`src/rtl/timer_run_controller.sv`:
```
// Run/pause/done sequencer for the countdown timer's cascaded BCD down-counter chain.
// Decodes debounced keys and the door interlock, prescales the count tick, registers all outputs.
module timer_run_controller #(
    parameter int unsigned TICK_DIV    = 4,
    parameter int unsigned DONE_CYCLES = 3
) (
    input  logic       clk,
    input  logic       clearn,
    input  logic       key_loadn,
    input  logic       key_startn,
    input  logic       key_stopn,
    input  logic       key_clrn,
    input  logic       door_closed,
    input  logic       zero,
    output logic       cnt_loadn,
    output logic       cnt_clearn,
    output logic       cnt_en,
    output logic       heat_on,
    output logic       done,
    output logic [2:0] state_o
);

    localparam int unsigned PW = $clog2(TICK_DIV);
    localparam int unsigned DW = $clog2(DONE_CYCLES + 1);
    localparam logic [PW-1:0] PRESC_TOP = PW'(TICK_DIV - 1);
    localparam logic [DW-1:0] DONE_TOP  = DW'(DONE_CYCLES - 1);

    typedef enum logic [2:0] {
        S_IDLE  = 3'd0,
        S_LOAD  = 3'd1,
        S_CLR   = 3'd2,
        S_RUN   = 3'd3,
        S_PAUSE = 3'd4,
        S_DONE  = 3'd5
    } state_t;

    state_t        state, next;
    logic [PW-1:0] presc, presc_next;
    logic [DW-1:0] dcnt, dcnt_next;
    logic [3:0]    key_cur, key_prev, edges;
    logic          clr_e, stop_e, start_e, load_e, tick;

    // Key bit order: {clear, stop, start, load}; an edge is previous 1, current 0.
    assign edges   = key_prev & ~key_cur;
    assign clr_e   = edges[3];
    assign stop_e  = edges[2];
    assign start_e = edges[1];
    assign load_e  = edges[0];
    assign state_o = state;

    always_comb begin
        next       = state;
        presc_next = presc;
        dcnt_next  = '0;
        case (state)
            S_IDLE: begin
                if (clr_e)
                    next = S_CLR;
                else if (stop_e)
                    next = S_IDLE;
                else if (start_e) begin
                    if (door_closed && !zero)
                        next = S_RUN;
                end else if (load_e)
                    next = S_LOAD;
            end
            S_LOAD:  next = S_IDLE;
            S_CLR: begin
                next       = S_IDLE;
                presc_next = '0;
            end
            S_RUN: begin
                if (clr_e)
                    next = S_CLR;
                else if (stop_e || !door_closed)
                    next = S_PAUSE;
                else if (zero)
                    next = S_DONE;
                else
                    presc_next = (presc == PRESC_TOP) ? '0 : presc + PW'(1);
            end
            S_PAUSE: begin
                if (clr_e)
                    next = S_CLR;
                else if (stop_e)
                    next = S_PAUSE;
                else if (start_e && door_closed)
                    next = S_RUN;
            end
            S_DONE: begin
                if (clr_e)
                    next = S_CLR;
                else if (dcnt == DONE_TOP)
                    next = S_IDLE;
                else
                    dcnt_next = dcnt + DW'(1);
            end
            default: next = S_IDLE;
        endcase
    end

    // Tick follows the prescaler value of the upcoming cycle, so it lines up with TICK_DIV-1.
    assign tick = (next == S_RUN) && (presc_next == PRESC_TOP) && !zero;

    always_ff @(posedge clk or negedge clearn) begin
        if (!clearn) begin
            state      <= S_IDLE;
            presc      <= '0;
            dcnt       <= '0;
            key_cur    <= '1;
            key_prev   <= '1;
            cnt_loadn  <= 1'b1;
            cnt_clearn <= 1'b1;
            cnt_en     <= 1'b0;
            heat_on    <= 1'b0;
            done       <= 1'b0;
        end else begin
            state      <= next;
            presc      <= presc_next;
            dcnt       <= dcnt_next;
            key_cur    <= {key_clrn, key_stopn, key_startn, key_loadn};
            key_prev   <= key_cur;
            cnt_loadn  <= (next != S_LOAD);
            cnt_clearn <= (next != S_CLR);
            cnt_en     <= tick;
            heat_on    <= (next == S_RUN);
            done       <= (next == S_DONE);
        end
    end

endmodule

```
`config.mk`:
```
export PLATFORM = sky130hd
export DESIGN_NAME = timer_run_controller
export DESIGN_NICKNAME = d
export VERILOG_FILES = /design/src/rtl/timer_run_controller.sv
export SDC_FILE = /design/constraint.sdc
export NUM_CORES = 1
export LEC_CHECK = 0
export CAP_MARGIN = 20
export CORE_UTILIZATION = 50
export DETAILED_ROUTE_END_ITERATION = 7
export GPL_TIMING_DRIVEN = 0
export PLACE_DENSITY = 0.76
export SETUP_SLACK_MARGIN = 0.5
export SYNTH_ARGS = -nofsm -noshare
export SYNTH_HDL_FRONTEND = slang
export SYNTH_SLANG_ARGS = --single-unit
```
`constraint.sdc`:
```
create_clock -name clk -period 1.7 [get_ports clk]
set_input_delay 0.17 -clock clk [delete_from_list [all_inputs] [get_ports clk]]
set_output_delay 0.17 -clock clk [all_outputs]
set_load 0.01 [all_outputs]
```
# ---- Word-level counts from Yosys, hierarchy flattened
# Index checks and enable logic that the tools add are counted.
dict set report word_totals {
  ramBits 0
  register_bits 20
  input_bits 8
  wordCells 55
  rom_bits 0
  n_memories 0
  out_inout_bits 8
  latchBits 0
}
dict set report classes {
  n_reduce_logical 8
  n_bitwise 2
  magnitude_cmp 0
  n_eq_ne 11
  n_addsub 2
  n_div 0
  muxes 22
  n_mul 0
  shift 0
}
# op count
set ops {}
lappend ops {{3-bit two-way mux} 13}
lappend ops {{2-bit two-way mux} 7}
lappend ops {{3-bit one-hot mux with 4 select lines} 1}
lappend ops {{3-bit by 2-bit equality test with 1-bit output, second input constant} 3}
lappend ops {{3-bit equality test, second input constant} 3}
lappend ops {{2-bit equality test, second input constant} 3}
lappend ops {{2-bit by 1-bit adder with 2-bit output, second input constant} 2}
lappend ops {{4-bit AND} 1}
lappend ops {{1-bit logical AND} 4}
lappend ops {{4-bit inverter} 1}
lappend ops {{2-bit one-hot mux with 2 select lines} 1}
lappend ops {{3-bit zero test} 1}
lappend ops {{3-bit by 1-bit != test with 1-bit output, second input constant} 1}
lappend ops {{3-bit by 2-bit != test with 1-bit output, second input constant} 1}
lappend ops {{1-bit zero test} 2}
lappend ops {{1-bit logical OR} 1}

# ---- Depth between registers and ports, before layout
dict set report depth {
  ltp_word 10
  mapped_depth 7
  mapped_depth_nobuf 6
}

# ---- Least setup slack after synthesis
# No wires, ideal clock.
dict set report synth_timing {
  path_kind {reg2reg}
  start {reg key_cur[3]}
  end {reg presc[0]}
  path_buffers 1
  setup_slack_ns 0.126
  path_stages_with_launch 6
  required_time_ns 1.579
  setup_ns 0.121
  synth_period_minus_slack_ns 1.574
  arrival_ns 1.453
  cell_sequence {dfstp_2 -> nor2b_2 -> buf_6 -> nor4_2 -> mux2_2 -> a22o_1}
}
dict set report synth_between {
  elab_chain_len 4
}
# element line_no
set synth_rtl {}
lappend synth_rtl {{from (decl)} 40} ;# logic [3:0] key_cur, key_prev, edges;
lappend synth_rtl {{from (signal assigned)} 121} ;# key_cur <= {key_clrn, key_stopn, key_startn, key_loadn};
lappend synth_rtl {{4-bit inverter} 44} ;# assign edges = key_prev & ~key_cur;
lappend synth_rtl {{4-bit AND} 44}
lappend synth_rtl {{2-bit two-way mux} 73} ;# if (clr_e)
lappend synth_rtl {{2-bit one-hot mux with 2 select lines} 55} ;# case (state)
lappend synth_rtl {{named net presc_next[0]} 38} ;# logic [PW-1:0] presc, presc_next;
lappend synth_rtl {{to (signal assigned)} 119} ;# presc <= presc_next;
lappend synth_rtl {{to (decl)} 38}
# The timed path passes the listed nets, and every way through them passes these cells.

# ---- Final worst setup path
dict set report layout_timing {
  start {reg key_prev[3]}
  end {reg cnt_en}
}
dict set report layout_between {
  elab_chain_len 6
  word_cells_on_any_way 12
  classes_between {eq/ne (2); mux (7); bitwise (1); reduce/logical (2)}
}
# element line_no
set layout_rtl {}
lappend layout_rtl {{from (decl)} 40}
lappend layout_rtl {{from (signal assigned)} 122} ;# key_prev <= key_cur;
lappend layout_rtl {{4-bit AND *} 44}
lappend layout_rtl {{3-bit two-way mux (tied with other cells)} 91} ;# if (clr_e)
lappend layout_rtl {{3-bit one-hot mux with 4 select lines / 2-bit one-hot mux with 2 select lines (equally long branches)} 55}
lappend layout_rtl {{3-bit by 2-bit equality test with 1-bit output / 2-bit equality test (equally long branches)} 103} ;# assign tick = (next == S_RUN) && (presc_next == PRESC_TOP) && !zero;
lappend layout_rtl {{1-bit logical AND * (2 in series)} 103}
lappend layout_rtl {{named net tick} 41} ;# logic clr_e, stop_e, start_e, load_e, tick;
lappend layout_rtl {{to (signal assigned)} 125} ;# cnt_en <= tick;
lappend layout_rtl {{to (decl)} 17} ;# output logic cnt_en,
# The timed path passes the listed nets; every way through them passes the cells marked *.

==> results.py <==
metrics = {
    "global_route": {
        "antenna_violations_before_repair": 0,
        "grt_max_degree": 21,
        "grt_first_pass_wirelength_um": 3220,
        "via_count_of_the_first_global_routing_pass": 730,
        "grtUsageTotal": 0.235,
        "grt.overflow.total": 0,
    },
    "hold_path": {
        "hold_class": "primary input to flop",
    },
    "setup_path": {
        "crit_arrival_ps": 1790,
        "worstPathRequired_ps": 1920,
        "crit_slowest_cell": "dfstp_2",
        "crit_type": "flop to flop",
        "worst_setup_path_end_kind": "flop",
        "timing.critical_path.slowest_cell_delay_ps": 550,
        "cp-start-kind": "flop",
        "crit_chain": "nor2b_4 > buf_6 > a31oi_4 > nor4_4 > nor4bb_4",
        "worstPathMaxFanout": 6,
        "r2r_slack_ps": 140,
    },
    "placed_design": {
        "gp_congestion": 0.782,
        "dp_hpwl_um": 1220,
        "dpl.cell_count": 116,
        "placement.io_buffers": 15,
    },
    "outcome": {
        "outcome": "finished clean",
    },
    "timing": {
        "period_minus_slack_ps": 1560,
        "worst_clock_skew_ps": 7.97,
        "max_slew_violation_total_from_the_final_report": 0,
        "fin_setup_tns_ps": 0,
        "hold_viol": 0,
        "finalSetupViolations": 0,
        "unrepaired_setup_endpoints_after_global_routing": "true",
        "fmax_mhz": 640,
        "timing.max_slew.rel_slack": 0.414,
        "post-route-period-util": 0.920,
        "worst-slew-pin-transition_ps": 876,
    },
    "clock_network": {
        "postCtsHoldBufs": 0,
        "clk_root_buffer_cell": "clkbuf_4",
        "cts.clk_slew.worst_paths_ps": 110,
        "cts_tree": "built",
        "cts_max_path_buffers": 2,
        "tritoncts_num_sinks": 20,
        "clock_insertion_delay_worst_skew_ps": 310,
        "cts_inserted_buffers": 3,
        "h_tree_depth": 1,
    },
    "power": {
        "leakage_nw": 0.630,
        "ir_drop_uv": 675,
        "power_density_nw_per_um2": 792,
    },
    "final_layout": {
        "nFillCells": 100,
        "post_layout_nonfiller_instances": 137,
        "layout.nets": 121,
        "antenna_cells_inserted": 0,
        "seqCellArea_um2": 515,
        "areaGrowthSynthToFinish_pct": 54.0,
        "drive_gt1_frac": 0.589,
        "area_occupied_by_multi_input_gates_um2": 522,
    },
    "synth": {
        "synth_sequential_area_ratio": 0.559,
        "yosys.area.top_type_share": 0.286,
        "yosysWarnings": 0,
        "syn_area_um2": 917,
        "netlist-cell-type-count": 33,
        "synth_top_area_cell": "dfstp_2",
        "postSynthCellCount": 76,
        "syn_avg_cell_area_um2": 12.1,
        "yosys-top-cells-area": "dfstp_2 (29%), dfrtp_1 (27%), nand2b_1 (4.8%), buf_6 (2.5%), nor4_4 (2.3%)",
        "ys_ff_latch": 20,
        "postSynthNetCount": 84,
    },
    "detailed_routing": {
        "dr.first_iter.drc_count": 16,
        "drc": 0,
        "wire_per_inst_um": 16.4,
        "vias": 787,
        "drt-vias-per-instance": 5.74,
        "route.antenna.remaining_nets": 0,
        "wl_um": 2250,
        "firstDrtPassIters": 4,
    },
    "floorplanning": {
        "initial_standard_cell_utilization_of_the_core": 0.531,
        "number_of_placement_rows": 15,
        "height_of_the_die_um": 44.8,
        "ios": 16,
        "floorplan.die_area_um2": 2010,
        "coreArea_um2": 1730,
        "dieWidth_um": 44.8,
    },
    "run": {
        "max-cap-violations": 0,
    },
}
## synthesized netlist by cell type (all sizes together)
cell type and number:
nor4bb 2, a21o 2, or4 1, nor3b 1, nand2b 7, nor2b 3
dfrtp 10, a21oi 3, dfstp 10, inv 5, xor2 1, a22oi 1
buf 2, a31oi 2, a22o 1, o2111ai 1, a311oi 1, nor3 6
mux2 2, nand2 5, nand3 1, nor2 2, nand4 1, o2bb2ai 1
o21ai 1, nor4 4
## report_power, final
| part | total (W) | switching, W | internal (W) |
|---|---|---|---|
| registers | 0.000542 | 0.0000263 | 0.000516 |
| clock network | 0.000274 | 0.000144 | 0.000131 |
| logic | 0.000302 | 0.000143 | 0.000159 |
| total | 0.00112 | 0.000313 | 0.000806 |
## cell families after synthesis
family                 share of synthesized area
XOR/XNOR                                 0.00955
flip-flops                                 0.559
AO/OA/AOI/OAI                             0.0982
buffers and inverters                     0.0450
multiplexers                              0.0246
AND/OR/NAND/NOR                            0.263
## registers in the layout (all words and copies together), names as in the netlist
signal,cells
key_prev,4
cnt_en,1
cnt_clearn,1
done,1
dcnt,2
heat_on,1
presc,2
state_o,3
key_cur,4
cnt_loadn,1
## cell usage in the layout (no fill, tap or decap), types with 2 or more instances in the layout
master and n:
nor4_4 2, a21oi_2 2, dlygate4sd2_1 3, clkbuf_4 3, nor3_1 3, nand2b_1 5
dfrtp_2 2, nor4_2 2, nand2b_4 2, buf_6 6, nor3_4 2, inv_1 3
a21o_1 2, dfrtp_1 8, buf_4 13, nor2_1 2, nor2b_4 3, buf_2 3
inv_2 2, mux2_4 2, clkdlybuf4s50_1 6, nand2_1 5, dfstp_2 10, clkbuf_2 2
## final timing paths
check	start	to	depth (start not counted)
setup / recovery	key_prev[3]	cnt_en	5
hold / removal	key_clrn	key_cur[3]	1
setup reg to reg	key_prev[3]	cnt_en	5
hold reg to reg	key_cur[0]	key_prev[0]	0
max in group asynchronous	clearn	state_o[2]	1
min in group asynchronous	clearn	presc[0]	1
## metrics by stage
stage	cell area [um^2]	hold WS, ps	utilization	power (W)	setup WS (ps)
2_1_floorplan	943	-126	-	0.000657	175
3_3_place_gp	1120	357	0.651	0.000730	-77.9
3_5_place_dp	1120	357	0.651	0.000735	-134
4_1_cts	1280	256	0.743	0.00106	125
5_1_grt	1410	252	0.818	0.00117	53.9
6_report	1410	264	0.818	0.00112	137
## area by class of cell
type                       count  area share
timing repair buffer          32       0.189
buffer                         2      0.0159
inverter                       5      0.0133
multi-input combinational     49       0.369
tap                           25      0.0221
clock buffer                   4      0.0257
sequential                    20       0.365
## layer usage
| layer | up-vias | track usage | wire, um |
|---|---|---|---|
| met3 | 12 | 0.0760 | 114 |
| li1 | 348 | - | - |
| met2 | 32 | 0.400 | 1110 |
| met4 | 0 | 0.0848 | 60 |
| met1 | 395 | 0.277 | 964 |
| met5 | - | 0 | 0 |
## timing repair
action	in CTS	in global routing
resized for setup	31	19
pin swaps	9	5
setup buffers	9	8
endpoints found under the setup margin	18	15
## critical path, delay by kind of cell (launching register included)
family	cells	cell delay [ps]
buffers and inverters	1	150
AOI/OAI and AO/OA	1	50
DFF	1	550
and+or+nand+nor	3	730
No activity file was read; power rests on OpenSTA's default activity.
